[src/rtl/mem_access_pkg.sv]
`default_nettype none
// +----------------------------------------------------------------------------+
// | mem_access_pkg : shared types, func3 codes and legality rule for the       |
// |                  memory-access stage                                       |
// | Revision: 1.0                                                              |
// +----------------------------------------------------------------------------+
package mem_access_pkg;

  typedef enum logic [1:0] {
    ST_IDLE = 2'd0,
    ST_ADDR = 2'd1,
    ST_RESP = 2'd2,
    ST_DONE = 2'd3
  } state_t;

  localparam logic [2:0] F3_B  = 3'b000;
  localparam logic [2:0] F3_H  = 3'b001;
  localparam logic [2:0] F3_W  = 3'b010;
  localparam logic [2:0] F3_BU = 3'b100;
  localparam logic [2:0] F3_HU = 3'b101;

  localparam int TIMEOUT_DEFAULT = 255;

  // Unsigned widths exist only for loads; natural alignment is required.
  function automatic logic access_legal(input logic [2:0] f3, input logic store,
                                        input logic [1:0] lo);
    logic ok;
    ok = 1'b0;
    case (f3)
      F3_B:    ok = 1'b1;
      F3_H:    ok = ~lo[0];
      F3_W:    ok = (lo == 2'b00);
      F3_BU:   ok = ~store;
      F3_HU:   ok = ~store & ~lo[0];
      default: ok = 1'b0;
    endcase
    return ok;
  endfunction

endpackage
`default_nettype wire

[src/rtl/mem_access_unit_load_extend.sv]
`default_nettype none
// +----------------------------------------------------------------------------+
// | load_extend : byte/half lane select with sign or zero extension            |
// | Revision: 1.0                                                              |
// +----------------------------------------------------------------------------+
module load_extend
  import mem_access_pkg::*;
(
  input  logic [31:0] rdata,
  input  logic [1:0]  adr,
  input  logic [2:0]  func3,
  output logic [31:0] data
);

  logic [7:0]  w_byte;
  logic [15:0] w_half;

  always_comb begin
    w_byte = rdata[7:0];
    case (adr)
      2'd0: w_byte = rdata[7:0];
      2'd1: w_byte = rdata[15:8];
      2'd2: w_byte = rdata[23:16];
      2'd3: w_byte = rdata[31:24];
      default: w_byte = rdata[7:0];
    endcase
    w_half = adr[1] ? rdata[31:16] : rdata[15:0];
    case (func3)
      F3_B:    data = {{24{w_byte[7]}}, w_byte};
      F3_H:    data = {{16{w_half[15]}}, w_half};
      F3_BU:   data = {24'h0, w_byte};
      F3_HU:   data = {16'h0, w_half};
      default: data = rdata;
    endcase
  end

endmodule
`default_nettype wire

[src/rtl/mem_access_unit.sv]
`default_nettype none
// +----------------------------------------------------------------------------+
// | mem_access_unit : turns one controller access into one bus transaction,    |
// |                   with misalignment rejection and bus timeout              |
// | Revision: 1.0                                                              |
// +----------------------------------------------------------------------------+
module mem_access_unit
  import mem_access_pkg::*;
#(
  parameter int TIMEOUT = TIMEOUT_DEFAULT
)(
  input  logic        clk,
  input  logic        rst,
  input  logic        req,
  input  logic        we,
  input  logic        is_fetch,
  input  logic [31:0] adr,
  input  logic [31:0] pc,
  input  logic [31:0] wdata,
  input  logic [2:0]  func3,
  output logic        stall,
  output logic        ready,
  output logic [31:0] instr,
  output logic [31:0] old_pc,
  output logic [31:0] data,
  output logic        misaligned,
  output logic        bus_err,
  output logic        bus_req,
  output logic        bus_we,
  output logic [31:0] bus_addr,
  output logic [3:0]  bus_be,
  output logic [31:0] bus_wdata,
  input  logic        bus_gnt,
  input  logic        bus_rvalid,
  input  logic [31:0] bus_rdata
);

  // Value the counter holds in the last cycle before the abort fires.
  localparam logic [7:0] c_cnt_last = 8'(TIMEOUT - 1);

  state_t      r_state;
  logic [7:0]  r_cnt;
  logic [1:0]  r_lo;
  logic [2:0]  r_f3;
  logic        r_fetch;
  logic        r_store;
  logic [31:0] r_pc;

  logic        w_store;
  logic [2:0]  w_f3;
  logic [3:0]  w_be;
  logic [31:0] w_wrep;
  logic [31:0] w_ext;
  logic [7:0]  w_cnt_inc;

  always_comb begin
    w_store   = we & ~is_fetch;
    w_f3      = is_fetch ? F3_W : func3;
    w_be      = 4'b1111;
    w_wrep    = 32'h0;
    w_cnt_inc = (r_cnt == 8'hFF) ? r_cnt : r_cnt + 8'd1;
    if (w_store) begin
      case (w_f3)
        F3_B: begin
          w_be   = 4'b0001 << adr[1:0];
          w_wrep = {4{wdata[7:0]}};
        end
        F3_H: begin
          w_be   = 4'b0011 << {adr[1], 1'b0};
          w_wrep = {2{wdata[15:0]}};
        end
        default: begin
          w_be   = 4'b1111;
          w_wrep = wdata;
        end
      endcase
    end
  end

  load_extend u_load_extend (
    .rdata (bus_rdata),
    .adr   (r_lo),
    .func3 (r_f3),
    .data  (w_ext)
  );

  assign stall = (r_state != ST_IDLE);

  always_ff @(posedge clk or negedge rst) begin
    if (!rst) begin
      r_state    <= ST_IDLE;
      r_cnt      <= 8'd0;
      r_lo       <= 2'd0;
      r_f3       <= 3'd0;
      r_fetch    <= 1'b0;
      r_store    <= 1'b0;
      r_pc       <= 32'h0;
      ready      <= 1'b0;
      instr      <= 32'h0;
      old_pc     <= 32'h0;
      data       <= 32'h0;
      misaligned <= 1'b0;
      bus_err    <= 1'b0;
      bus_req    <= 1'b0;
      bus_we     <= 1'b0;
      bus_addr   <= 32'h0;
      bus_be     <= 4'h0;
      bus_wdata  <= 32'h0;
    end else begin
      ready <= 1'b0;
      case (r_state)
        ST_IDLE: begin
          if (req) begin
            bus_err <= 1'b0;
            if (access_legal(w_f3, w_store, adr[1:0])) begin
              r_state    <= ST_ADDR;
              misaligned <= 1'b0;
              r_cnt      <= 8'd0;
              r_lo       <= adr[1:0];
              r_f3       <= w_f3;
              r_fetch    <= is_fetch;
              r_store    <= w_store;
              r_pc       <= pc;
              bus_req    <= 1'b1;
              bus_we     <= w_store;
              bus_addr   <= {adr[31:2], 2'b00};
              bus_be     <= w_be;
              bus_wdata  <= w_wrep;
            end else begin
              r_state    <= ST_DONE;
              misaligned <= 1'b1;
              ready      <= 1'b1;
            end
          end
        end
        // Timeout wins over a grant or response landing in the same cycle.
        ST_ADDR: begin
          r_cnt <= w_cnt_inc;
          if (r_cnt == c_cnt_last) begin
            bus_req <= 1'b0;
            bus_err <= 1'b1;
            ready   <= 1'b1;
            r_state <= ST_DONE;
          end else if (bus_gnt) begin
            bus_req <= 1'b0;
            r_state <= ST_RESP;
          end
        end
        ST_RESP: begin
          r_cnt <= w_cnt_inc;
          if (r_cnt == c_cnt_last) begin
            bus_err <= 1'b1;
            ready   <= 1'b1;
            r_state <= ST_DONE;
          end else if (bus_rvalid) begin
            if (r_fetch) begin
              instr  <= bus_rdata;
              old_pc <= r_pc;
            end else if (!r_store) begin
              data <= w_ext;
            end
            ready   <= 1'b1;
            r_state <= ST_DONE;
          end
        end
        default: r_state <= ST_IDLE;
      endcase
    end
  end

endmodule
`default_nettype wire

[config.mk]
export PLATFORM = sky130hd
export DESIGN_NAME = mem_access_unit
export DESIGN_NICKNAME = d
export VERILOG_FILES = /design/src/rtl/mem_access_pkg.sv /design/src/rtl/mem_access_unit_load_extend.sv /design/src/rtl/mem_access_unit.sv
export SDC_FILE = /design/constraint.sdc
export NUM_CORES = 1
export LEC_CHECK = 0
export ABC_AREA = 1
export CAP_MARGIN = 20
export CORE_AREA = 5 5 192 120
export DETAILED_ROUTE_END_ITERATION = 16
export DIE_AREA = 0 0 197 125
export GPL_TIMING_DRIVEN = 0
export PLACE_DENSITY_LB_ADDON = 0.08
export SETUP_SLACK_MARGIN = 0.3
export SLEW_MARGIN = 20
export SYNTH_ARGS = -nofsm -noshare
export SYNTH_HDL_FRONTEND = slang
export SYNTH_SLANG_ARGS = --single-unit
[constraint.sdc]
create_clock -name clk -period 2.1 [get_ports clk]
set_input_delay 0.525 -clock clk [delete_from_list [all_inputs] [get_ports clk]]
set_output_delay 0.525 -clock clk [all_outputs]
set_load 0.1 [all_outputs]
# After elaboration in Yosys (flattened, before gate mapping)

Cells that the tools add are included.
W data, S select, Z words.

Register bits: 215
Logic and storage cells: 101

Add/subtract/negate cells: 1
Bitwise gates (word level): 8
Muxes and demuxes: 36
Reduce and logical (&&, ||, !) cells: 17
Equality and inequality tests: 20
Shift-type cells: 2

Operators by type and width:

| operator              | number |
|---|---|
| $pmux W32 S4          | 1 |
| $pmux W32 S2          | 1 |
| $mux W32              | 1 |
| $pmux W8 S4           | 1 |
| $mux W8               | 3 |
| $eq A8 B8 Y1 const B  | 2 |
| $mux W16              | 1 |
| $pmux W8 S2           | 1 |
| $mux W1               | 13 |
| $eq A3 B3 Y1 const B  | 4 |
| $mux W2               | 6 |
| $reduce_and A4 Y1     | 3 |
| $reduce_and A3 Y1     | 3 |
| $add A8 B1 Y8 const B | 1 |
| $pmux W4 S2           | 1 |
| $eq A2 B2 Y1 const B  | 3 |
| $eq A3 B1 Y1 const B  | 2 |
| $logic_not A2 Y1      | 3 |
| $logic_not A3 Y1      | 2 |
| $ne A2 B2 Y1 const B  | 3 |
| $ne A3 B3 Y1 const B  | 2 |
| $not A1 Y1            | 6 |
| $pmux W2 S3           | 1 |
| $reduce_bool A2 Y1    | 3 |
| other kinds (14)      | 17 |

# Logic depth before layout (Yosys ltp)

Gate-level depths: netlist of the first run.

Depth after elaboration: 10
Mapped depth: 11
Gate-level depth less buffers: 10

# Hierarchy

A second synthesis of the first run with hierarchy kept.

Cell total of the unflattened synthesis: 1164
Area, all modules: 10013.4 um^2

Modules (own cells, without submodules):

| module          | area each (um^2) | times used | cells each |
|---|---|---|---|
| mem_access_unit | 9251.4           | 1          | 1018 |
| load_extend     | 762.0            | 1          | 146 |

# Worst setup path after synthesis of the first run

OpenSTA, ideal clock, no wires.

Path kind: reg2reg
Start point: register r_state[0]
End point: register r_cnt[5]
Slack: -0.099 ns
Stages on the path, launching flop included: 12
Data arrival time: 2.070 ns
Setup time: 0.129 ns
Period minus slack after synthesis: 2.199 ns
Cells stage by stage: dfrtp_1 -> inv_1 -> ha_1 -> inv_1 -> nor2_1 -> inv_1 -> nand2_1 -> a21oi_1 -> nand2_1 -> buf_2 -> nand2_1 -> o21ai_0

Word-level cells in the longest chain between the ends: 4
Elaborated cells on any way between the ends: 10
Classes of those cells: 5 x eq/ne; 1 x mux; 4 x reduce/logical

RTL lines:

| item                                                                | line                   | text |
|---|---|---|
| from (decl)                                                         | mem_access_unit.sv:41  | `state_t r_state;` |
| from (signal assigned)                                              | mem_access_unit.sv:91  | `r_state <= ST_IDLE;` |
| from (signal assigned)                                              | mem_access_unit.sv:116 | `r_state <= ST_ADDR;` |
| from (signal assigned)                                              | mem_access_unit.sv:130 | `r_state <= ST_DONE;` |
| $eq A2 B2 Y1 / $eq A2 B1 Y1 (equally long branches)                 | mem_access_unit.sv:111 | `case (r_state)` |
| $reduce_or A2 Y1 (no line)                                          | --                     |  |
| $ne A2 B2 Y1 (no line) / $reduce_bool A2 Y1 (equally long branches) | --                     |  |
| $reduce_and A4 Y1 (no line)                                         | --                     |  |
| to (signal assigned)                                                | mem_access_unit.sv:138 | `r_cnt <= w_cnt_inc;` |
| to (signal assigned)                                                | mem_access_unit.sv:150 | `r_cnt <= w_cnt_inc;` |
| to (decl)                                                           | mem_access_unit.sv:42  | `logic [7:0] r_cnt;` |

Several ways; a longest one is shown, not always the timed one.
A chain may end at the register's enable or synchronous reset.

# Final worst setup path of the first run

Start point: register r_state[1]
End point: output port stall

Word-level cells in the longest chain between the ends: 1

RTL lines:

| item               | line                  | text |
|---|---|---|
| $reduce_bool A2 Y1 | mem_access_unit.sv:87 | `assign stall = (r_state != ST_IDLE);` |
| to (decl)          | mem_access_unit.sv:21 | `output logic stall,` |

Every way passes these cells.

==> run metrics, run 1 <==
Worst Path Arrival=1.43 ns; Layout Skew=0.0190 ns; placed cell area=13,200 µm²; die height=125 µm; Hold Path Depth=3; Final GP Congestion=0.900; DRT Wirelength=31,700 µm; vias in the first global route=9,030; Worst Min Path Start=adr[0]; Post-Syn Area=9690 µm²; TritonCTS Buffers=22; Cell variety after synth=31; Starting DRT DRC Count=639; diode count=0; Slew HR=62.1%; CP max stage delay=0.39 ns; Worst-path clk slew=0.07 ns; Ports=308; CTS root buf=clkbuf_16; status=complete, no violations; Final Hold Vio Count=0; Layout area overhead=42.4%; Buffers & Inverters on Critical Path=3; Worst Path Required=1.57 ns; Die X=197 µm; Clk Latency, worst-skew pair=0.51 ns; Port Buffers=305; largest net degree at the start of global routing=94; final worst-path cycle share=93.2%; critical path, cell by cell=inv_2, ha_4, clkinvlp_4, buf_12; CTS max path bufs=3; final hold slack=0.413 ns; clk sinks=215; # DRC=0; Via Count=9,090; Ys Warns=0; endpoints failing setup=0; CP endpoint kind=primary output; Rows=42; post-route setup TNS=0 ns; Max Cap Viol=0; fin area=13,800 µm²; register bit total from synthesis=215; Initial DRT Pass Iterations=5; Initial Util=45.4%; total gr overflow=0; R2R setup slack=0.32 ns; Critical R2R Launch=r_state[1]$_DFFE_PN0P_; Max Fclk=511 MHz; Worst setup SP type=register; Max FO, Critical Path=2; RR Endpoint=r_cnt[5]$_DFFE_PN0P_; delay-heaviest family, CP=flip-flops; Vias/cell=4.93; Slowest-stage cell, CP=dfrtp_1; area of the core=21,300 µm²; wire per inst=17.2 µm; minimum clock period=1.96 ns; CTS tree=done; total track usage=24.7%; actual slew at the worst max-slew pin=0.568 ns; H-tree depth=1; Seq/Total Area, Yosys=55.5%; Avg Cell Area, Syn=8.14 µm²; pins over their slew limit=0; RSZ-0062 raised after global routing=true; Final #Nets=1,687; initial antenna violation count=1; Hold WC Path Type=input port to register; R2R depth=13; DP HPWL=23,500 µm; Hold Path End=r_lo[0]$_DFFE_PN0P_; die footprint=24,600 µm²; Mapped Cells=1,191; layout cell share with drive strength beyond 1=21.6%; Crit Path Class=register to primary output; Core Util, Final=64.7%; Detail Route Antenna Nets=0; first-pass GRT wire length=49,100 µm
## routing by layer
layer	vias up	wire [µm]	track usage (%)
met4	2	511	4.48
li1	4436	-	-
met5	-	13	0
met2	326	13500	36.8
met1	4289	14200	35.7
met3	37	3440	8.66
## placed cells by master, fill, tap and decap left out, drive strengths merged, types with 2 or more instances in the layout
cell type      synthesis  layout
clkinv                 2       6
o21ai                143     143
nand2                516     516
conb                   1       2
o211ai                 5       5
clkinvlp               0       6
dfrtp                215     215
ha                     6       6
inv                   99      98
clkdlybuf4s50          0     132
nor2                  31      31
nor3                   2       2
dlymetal6s2s           0       4
clkbuf                11      44
a21oi                 14      14
buf                   50     235
or2                   15      15
nand3                 65      65
nand4                 11      11
## metrics by stage
stage / std cells / setup WS, ns
final: 1843 / 0.142
after global routing: 1843 / 0.0839
after CTS: 1829 / 0.144
after detailed placement: 1785 / -0.331
after global placement: 1783 / -8.81
after floorplan: 1192 / 0.138
## state kept, by name, indices dropped and copies added, names as in the netlist, 4 cells and up
register and flops:
bus_wdata 32, old_pc 32, instr 32, r_cnt 8, bus_addr 30, data 32
bus_be 4, r_pc 32
## cells in the mapped netlist
| master | count | area share, % |
|---|---|---|
| a21oi_1 | 14 | 0.72 |
| buf_2 | 26 | 1.3 |
| buf_4 | 15 | 1.2 |
| buf_6 | 9 | 1.0 |
| clkbuf_1 | 11 | 0.43 |
| clkinv_1 | 2 | 0.078 |
| conb_1 | 1 | 0.039 |
| dfrtp_1 | 215 | 56 |
| ha_1 | 6 | 0.77 |
| inv_1 | 94 | 3.6 |
| inv_2 | 4 | 0.15 |
| inv_4 | 1 | 0.065 |
| nand2_1 | 511 | 20 |
| nand2_2 | 4 | 0.26 |
| nand2_4 | 1 | 0.12 |
| nand3_1 | 65 | 3.4 |
| nand3b_1 | 1 | 0.078 |
| nand4_1 | 9 | 0.58 |
| nand4_2 | 2 | 0.26 |
| nor2_1 | 28 | 1.1 |
| nor2_2 | 1 | 0.065 |
| nor2_4 | 2 | 0.23 |
| nor3_1 | 2 | 0.10 |
| o211ai_1 | 5 | 0.39 |
| o21ai_0 | 106 | 5.5 |
| o21ai_1 | 37 | 1.9 |
| o21bai_1 | 1 | 0.078 |
| o22a_1 | 1 | 0.090 |
| or2_2 | 15 | 0.97 |
| xnor2_1 | 1 | 0.090 |
| xor2_1 | 1 | 0.090 |
## cell families (layout without fill, tap and decap cells)
group	count (synthesis)	in the layout	share of synthesized area (%)
XOR/XNOR	2	2	0.181
buffers and inverters	162	527	7.92
other	1	2	0.0387
AO/OA/AOI/OAI	164	164	8.66
flip-flops	215	215	55.5
AND/OR/NAND/NOR	641	641	26.9
adder cells (fa/ha/maj)	6	6	0.775
## worst max path at each step
stage                                 from                   end  depth (start not counted)
global placement                       rst  data[26]$_DFFE_PN0P_                          1
floorplan           r_state[1]$_DFFE_PN0P_  r_cnt[5]$_DFFE_PN0P_                         11
CTS                 r_state[0]$_DFFE_PN0P_                 stall                          4
finish              r_state[1]$_DFFE_PN0P_                 stall                          4
global route        r_state[1]$_DFFE_PN0P_                 stall                          4
detailed placement  r_state[0]$_DFFE_PN0P_                 stall                          4
## tightest hold or removal path, delay by kind of cell
| family | cells | cell delay (ns) |
|---|---|---|
| buffers and inverters | 2 | 0.27 |
| AOI/OAI and AO/OA | 1 | 0.07 |
## final cells by class
type,count,area [µm²]
Timing Repair Buffer,327,2870
Clock buffer,28,634
Inverter,101,398
Sequential cell,215,5380
Fill cell,1944,7530
Tap cell,286,358
Clock inverter,10,90.1
Buffer,61,439
Multi-Input combinational cell,815,3630
## repair_timing
item | in CTS | in global routing
pin swaps | 1 | 6
gates cloned | 0 | 1
endpoints found under the hold margin | 37 | 0
hold buffers | 1 | 0
resized for setup | 1018 | 52
endpoints found under the setup margin | 217 | 204
buffers inserted | 5 | 13
Power of run 1 is not shown: default switching activity piles up to over one toggle a cycle in this logic, so the estimate is an artifact.
==> inputs of run 2 (changes only) <==
--- a/config.mk
+++ b/config.mk
@@ -6,6 +6,7 @@
 export NUM_CORES = 1
 export LEC_CHECK = 0
 export ABC_AREA = 1
+export ABC_CLOCK_PERIOD_IN_PS = 2100
 export CAP_MARGIN = 20
 export CORE_AREA = 5 5 192 120
 export DETAILED_ROUTE_END_ITERATION = 16
==> results of run 2 <==
Final layout, timing and power as in run 1 (identical DEF).
Power of run 2 is left out for the same reason.
